File: src/rtl/instr_fetch_ctrl.sv
// Instruction fetch controller: fetches 1- or 2-byte instructions over a shared read bus.
// Optional memory-request timeout is enabled by defining FETCH_TIMEOUT_EN.
module instr_fetch_ctrl #(
  parameter int unsigned PC_W      = 8,
  parameter logic [7:0]  OPND_MASK = 8'hF0,
  parameter int unsigned TIMEOUT   = 15
) (
  input  logic            clk,
  input  logic            rst,
  input  logic            run,
  input  logic            mem_ack,
  input  logic [7:0]      bus_data,
  input  logic            exec_done,
  input  logic            jump,
  input  logic [PC_W-1:0] jump_addr,
  output logic            mem_req,
  output logic [PC_W-1:0] mem_addr,
  output logic [1:0]      fetch,
  output logic            ins_valid,
  output logic            busy,
  output logic            fetch_err
);

  localparam int unsigned     TO_W   = (TIMEOUT < 2) ? 1 : $clog2(TIMEOUT + 1);
  localparam logic [TO_W-1:0] TO_MAX = TO_W'(TIMEOUT);

  typedef enum logic [2:0] {
    IDLE = 3'd0,
    F1   = 3'd1,
    F2   = 3'd2,
    EXEC = 3'd3,
    ERR  = 3'd4
  } state_t;

  // state, pc and to_cnt are kept as plain named signals so checkers can bind to them.
  state_t          state, state_next;
  logic [PC_W-1:0] pc, pc_next;
  logic [TO_W-1:0] to_cnt, to_next, to_inc;
  logic [2:0]      opcode;
  logic            opnd_needed;
  logic            timeout_hit;
  logic [4:0]      unused_bus_bits;

  // Handshake: mem_req is held high for the whole F1/F2 state; a byte is taken
  // in the cycle mem_ack is high, and mem_ack is ignored while mem_req is low.
  assign opcode          = bus_data[7:5];
  assign unused_bus_bits = bus_data[4:0];
  assign opnd_needed     = OPND_MASK[opcode];
  assign to_inc          = to_cnt + 1'b1;

`ifdef FETCH_TIMEOUT_EN
  assign timeout_hit = (to_inc == TO_MAX);
`else
  assign timeout_hit = 1'b0;
`endif

  always_ff @(posedge clk or negedge rst) begin
    if (!rst) begin
      state  <= IDLE;
      pc     <= '0;
      to_cnt <= '0;
    end else begin
      state  <= state_next;
      pc     <= pc_next;
      to_cnt <= to_next;
    end
  end

  always_comb begin
    state_next = state;
    pc_next    = pc;
    to_next    = to_cnt;
    fetch      = 2'b00;
    case (state)
      IDLE: begin
        if (run) begin
          state_next = F1;
          to_next    = '0;
        end
      end
      F1: begin
        if (mem_ack) begin
          fetch      = 2'b01;
          pc_next    = pc + 1'b1;
          to_next    = '0;
          state_next = opnd_needed ? F2 : EXEC;
        end else begin
          // Wait counter saturates; it only forces ERR when the timeout is built in.
          if (to_cnt != TO_MAX) to_next = to_inc;
          if (timeout_hit) state_next = ERR;
        end
      end
      F2: begin
        if (mem_ack) begin
          fetch      = 2'b10;
          pc_next    = pc + 1'b1;
          to_next    = '0;
          state_next = EXEC;
        end else begin
          if (to_cnt != TO_MAX) to_next = to_inc;
          if (timeout_hit) state_next = ERR;
        end
      end
      EXEC: begin
        if (exec_done) begin
          if (jump) pc_next = jump_addr;
          if (run) begin
            state_next = F1;
            to_next    = '0;
          end else begin
            state_next = IDLE;
          end
        end
      end
      ERR: begin
        if (!run) state_next = IDLE;
      end
      default: state_next = IDLE;
    endcase
  end

  assign mem_req   = (state == F1) || (state == F2);
  assign mem_addr  = pc;
  assign ins_valid = (state == EXEC);
  assign busy      = (state != IDLE);

`ifdef FETCH_TIMEOUT_EN
  assign fetch_err = (state == ERR);
`else
  assign fetch_err = 1'b0;
`endif

endmodule

File: config.mk
export PLATFORM = sky130hd
export DESIGN_NAME = instr_fetch_ctrl
export DESIGN_NICKNAME = d
export VERILOG_FILES = /design/src/rtl/instr_fetch_ctrl.sv
export SDC_FILE = /design/constraint.sdc
export NUM_CORES = 1
export LEC_CHECK = 0
export CAP_MARGIN = 20
export CORE_ASPECT_RATIO = 1.4
export CORE_MARGIN = 10
export CORE_UTILIZATION = 35
export DETAILED_ROUTE_END_ITERATION = 10
export PLACE_DENSITY = 0.69
export SLEW_MARGIN = 15
export SYNTH_ARGS = -nofsm -noshare
export SYNTH_HDL_FRONTEND = slang
export SYNTH_SLANG_ARGS = --single-unit
export TNS_END_PERCENT = 5
File: constraint.sdc
create_clock -name clk -period 2.2 [get_ports clk]
set_clock_uncertainty 0.15 [all_clocks]
set_input_delay 0.22 -clock clk [delete_from_list [all_inputs] [get_ports clk]]
set_output_delay 0.22 -clock clk [all_outputs]
set_load 0.02 [all_outputs]
---- Yosys cells after proc, flatten, opt, wreduce, memory -nomap -nowiden ----
Memories as Yosys holds them, arrays and structs flattened.
Index checks and enable logic that the tools add are counted.
cells by class
  multiplexer cells ....................... 16
  equality and inequality tests ........... 11
  order comparisons ....................... 1
  reduce and logical (&&, ||, !) cells .... 7
  multiply operators ...................... 0
  add/subtract/negate cells ............... 1
  shift operators ......................... 0
  bitwise operators ....................... 0
  div/mod/pow operators ................... 0
operators by type and width
  cell                                                         count
  two-way mux 8 bit                                            3
  one-hot mux 8 bit (2 select lines)                           1
  two-way mux 3 bit                                            5
  one-hot mux 3 bit (5 select lines)                           1
  inequality test 2 bit (second input constant)                6
  adder 8 x 1 -> 8 bit (second input constant)                 1
  equality test 3 x 2 -> 1 bit (second input constant)         2
  AND reduction 5 bit                                          1
  less-than comparator 3 x 4 -> 1 bit (second input constant)  1
  two-way mux 1 bit                                            4
  one-hot mux 2 bit (2 select lines)                           1
  AND reduction 4 bit                                          1
  equality test 3 x 1 -> 1 bit (second input constant)         1
  equality test 3 bit (second input constant)                  1
  logical NOT 3 bit                                            1
  nonzero test 3 bit                                           1
  two-way mux 2 bit                                            1
  inequality test 2 x 1 -> 1 bit (second input constant)       1
  nonzero test 2 bit                                           1
  OR reduction 2 bit                                           1
  logical OR 1 bit                                             1
storage, ports and cells
  logic and storage cells ................. 39
  bits in writable memories ............... 0
  bits in latches ......................... 0
  memory bits (read-only) ................. 8
  flip-flop bits (word level) ............. 11
  memories kept ........................... 1
  input bits .............................. 22
memory list
  memory            words  width  rd ports  clocked after Yosys merged registers in  write ports  line  text
  (name not given)  8      1      1         0                                        0            48    assign opnd_needed = OPND_MASK[opcode];

---- Longest topological paths before layout ----
  depth after elaboration ................. 5
  gate-level depth with buffers ........... 7

---- Worst setup path before layout ----
No wires, ideal clock.
  path kind ............................... flip-flop to flip-flop
  start ................................... register state[0]
  end ..................................... register pc[5], in the netlist mem_addr[5]
  path slack .............................. 157 ps
  stages on the path, launching flop included .. 7
  period minus slack after synthesis ...... 2,043 ps
  library setup time ...................... 69 ps
  buffers on the path ..................... 0
  data arrival time ....................... 1,824 ps
  data required time ...................... 1,981 ps
  cells stage by stage .................... dfrtp_1 -> inv_1 -> ha_1 -> mux2_4 -> nand3_4 -> or4_1 -> nand3_1
on the way
  cells in the longest elaborated chain, start to end .. 4
  elaborated cells on any way between the ends .. 10
  classes of those cells .................. eq/ne (6); mux (1); reduce/logical (3)
RTL lines
  item                                                                                          line  text
  start: declaration                                                                            36    state_t state, state_next;
  start signal: assignment                                                                      63    state <= state_next;
  equality test 3 x 1 -> 1 bit / equality test 3 x 2 -> 1 bit (equally long branches)           74    case (state)
  OR reduction 2 bit (no source line)                                                           --
  inequality test 2 x 1 -> 1 bit (no source line) / nonzero test 2 bit (equally long branches)  --
  AND reduction 4 bit (no source line)                                                          --
  end signal: assignment                                                                        64    pc <= pc_next;
  end: declaration                                                                              37    logic [PC_W-1:0] pc, pc_next;
Parallel ways exist; a longest one is shown, timed or not.
A chain may end at the register's enable or synchronous reset.

---- Final worst setup path ----
  start ................................... register state[0]
  end ..................................... output port fetch[1]
on the way
  cells in the longest elaborated chain, start to end .. 2
  elaborated cells on any way between the ends .. 3
  classes of those cells .................. eq/ne (2); mux (1)
RTL lines
  item                                                                                 line  text
  equality test 3 x 2 -> 1 bit / equality test 3 x 1 -> 1 bit (equally long branches)  74
  one-hot mux 2 bit (2 select lines) *                                                 74
  end: declaration                                                                     18    output logic [1:0] fetch,
Mark *: on every way between the ends. The rest lies on a longest branch, timed or not.

==> results.cfg <==
[pwr]
p_sw_share_pct = 45.70
peakVddDrop_mv = 0.8895
p_seq_share_pct = 21.0
leakage_nw = 0.4861
powerDensity_mw_per_mm2 = 1518
comb_power_share_pct = 71.8
intPower_mw = 0.9260
switching_power_mw = 0.7794
clockPowerShare_pct = 7.3

[route]
drtAntennaViolNets = 0
via_per_inst = 5.445
drt-total-wl_um = 2011
vias = 746
drtIter0Drc = 23
wire_per_inst_um = 14.68
drc = 0
firstDrtPassIters = 4

[global_route]
antenna_found_initial = 0
grt_overflow = 0
grt_usage_pct = 9.005
grt_max_degree = 16
grt_pass1_vias = 770
grt_pass1_wl_um = 3436

[synthesis]
ys.flop_type = dfrtp_1
ys_types = 36
synthesis.nets = 116
async_flop_share_pct = 100.0
avgSynthCellArea_um2 = 9.500
ys_ff_latch = 10
synth_edf_count = 0
netlist_area_um2 = 817.0
synthCells = 86
seq_area_frac_synth_pct = 30.63
yosysWarnings = 0

[clock_tree]
clkTransAtPathRegs_ns = 0.07
cts_tree = yes
h-tree-depth = 1
cts_hold_buf = 0
clock_latency_ns = 0.26
numCtsBuffers = 3
cts-root-buf = clkbuf_4
post-cts-setup-buffers = 0
cts.sinks = 10
clock_path_buffers = 2

[setup_path]
cp.required_ns = 1.83
crit_family = buffers and inverters
cp_num_buf_inv = 2
cp-end-kind = output port
startpoint_type = flip-flop
crit_path_cell_trace = inv_1 -> ha_1 -> and2_1 -> clkdlybuf4s50_1
r2r_start = state[0]
crit_start = state[0]
cp_max_fo = 4
crit_path_top_delay_cell = clkdlybuf4s50_1
crit_type = reg2out
arrival_ns = 1.71
cp_slowest_stage_delay_ns = 0.61

[floorplanning]
die_h_um = 77.17
die_w_um = 60.84
core_area_mm2 = 0.002202
die_area_mm2 = 0.004694
rows = 20
start_util_pct = 37.10
ioPinCount = 36

[timing]
hold_violations = 0
hold_slack_ns = 0.1228
fmax_mhz = 479.8
slew_viol_final = 0
tns_ns = 0
setup_violations = 0
period_minus_slack_ns = 2.084
rsz0062_at_grt = false
min_period_over_period_pct = 94.74

[layout]
fin_nets = 147
fillCellCount = 224
diodes = 0
final_layout_size_suffix_gt1_share_pct = 14.78
syn_to_final_growth_pct = 37.52

[worst_hold_path]
hold_class = in2async

[placement]
hpwl_um = 1608
gp_congestion = 0.7725
port_buffers = 27

[flow_run]
max_cap_viol_count = 0

[status]
status = finished, final reports clean
[metrics by stage]
| stage | cell area [um^2] | worst slack [ns] | utilization, % | std cells | power [mW] |
|---|---|---|---|---|---|
| 3_5_place_dp | 1097 | 0.1630 | 49.83 | 134 | 1.596 |
| 6_report | 1124 | 0.1157 | 51.02 | 137 | 1.705 |
| 2_1_floorplan | 817.0 | 0.1574 | - | 86 | 1.237 |
| 3_3_place_gp | 1097 | 0.1976 | 49.83 | 134 | 1.566 |
| 5_1_grt | 1124 | 0.03163 | 51.02 | 137 | 1.870 |
| 4_1_cts | 1121 | 0.05166 | 50.91 | 137 | 1.730 |
[power by group through the flow]
stage | clock network, mW | registers, mW | logic (mW)
floorplan | 0 | 0.426 | 0.811
global placement | 0 | 0.355 | 1.21
detailed placement | 0 | 0.360 | 1.24
CTS | 0.127 | 0.358 | 1.25
global route | 0.140 | 0.373 | 1.36
finish | 0.124 | 0.357 | 1.22
[layout make-up]
| type | instances | area [um^2] | share of cell area (%) |
|---|---|---|---|
| multi-input cells | 67 | 510.5 | 45.43 |
| repair buffers | 30 | 294.0 | 26.17 |
| flip-flops and latches | 10 | 250.2 | 22.27 |
| well taps | 22 | 27.53 | 2.450 |
| clock buffers | 3 | 22.52 | 2.004 |
| inverters | 5 | 18.77 | 1.670 |
[flip-flops by register name (all words and copies together) (netlist names)]
name,cells
state,2
mem_addr,8
[logic make-up (layout without fill, tap and decap cells)]
| logic type | count (synthesis) | in the layout | synth area share [%] |
|---|---|---|---|
| compound gates | 17 | 17 | 14.55 |
| fa+ha+maj | 8 | 8 | 12.25 |
| buf+inv | 9 | 38 | 7.198 |
| flops | 10 | 10 | 30.63 |
| mux | 4 | 4 | 5.819 |
| other cells | 1 | 1 | 0.4590 |
| simple gates | 37 | 37 | 29.10 |
[routing by layer]
metal	global-route usage [%]	wire length, um
met1	10.66	853
met2	13.19	897
met3	4.283	222
met4	3.965	38
met5	0	0
[synth_stat cells (all sizes together), types with 2 or more instances]
cell type	number	area, um^2
nand2b	5	46.30
o21ai	4	20.02
nand3	5	37.54
and3	2	12.51
and4	2	18.77
or4	2	15.01
ha	8	100.1
and2	2	12.51
nand2	6	22.52
nor2	4	15.01
clkbuf	2	27.53
a21oi	2	10.01
inv	5	18.77
nand4	2	12.51
dfrtp	10	250.2
a22oi	5	37.54
mux2	3	37.53
nor2b	2	12.51
buf	2	12.51
nor3	2	10.01
[cells in the final DEF (no fill, tap or decap)]
cell type / synthesis / final
and2_1: 2 / 2
nand2b_4: 2 / 2
a2111oi_0: 1 / 1
mux2i_1: 1 / 1
buf_4: 1 / 3
nand4_1: 2 / 2
o21ai_0: 4 / 4
and4_1: 1 / 1
mux2_2: 2 / 2
clkbuf_4: 0 / 3
nor2b_1: 2 / 2
o211ai_1: 1 / 1
clkdlybuf4s50_1: 0 / 25
ha_1: 8 / 7
dlymetal6s2s_1: 0 / 1
mux2_4: 1 / 1
and2b_2: 1 / 1
nand3_1: 4 / 4
nor4_1: 1 / 1
nor2_1: 4 / 4
nand3_4: 1 / 1
or4_1: 2 / 2
nand2_1: 6 / 6
a22oi_1: 5 / 5
or3_2: 1 / 1
a22o_2: 1 / 1
conb_1: 1 / 1
nor3_1: 2 / 2
a21oi_1: 2 / 2
o221ai_1: 1 / 1
ha_2: 0 / 1
dfrtp_1: 10 / 10
dlygate4sd2_1: 0 / 1
a41oi_1: 1 / 1
inv_1: 5 / 5
and4_2: 1 / 1
nand2b_1: 3 / 3
and3_1: 2 / 2
o21a_1: 1 / 1
[worst register-to-register path, cell delays in order, from the launching register on]
cell and delay (ns):
dfrtp_1 0.35, inv_1 0.08, ha_2 0.39, mux2_4 0.20
nand3_4 0.16, or4_1 0.50, nand3_1 0.09
[worst paths after layout]
check | end | slack, ns | cells after the start
worst max register to register | mem_addr[5] | 0.21 | 6
worst min register to register | mem_addr[7] | 0.43 | 2
worst max-delay path | fetch[1] | 0.12 | 4
max in group asynchronous | mem_addr[6] | 1.45 | 1
min in group clk | mem_addr[7] | 0.35 | 3
worst min-delay path | mem_addr[1] | 0.12 | 1
[repair_timing]
item	in CTS	in global routing
resized for setup	2	1
cloned	0	0
endpoints found under the setup margin	1	1
Note: power is estimated with default switching activity, not from simulation.
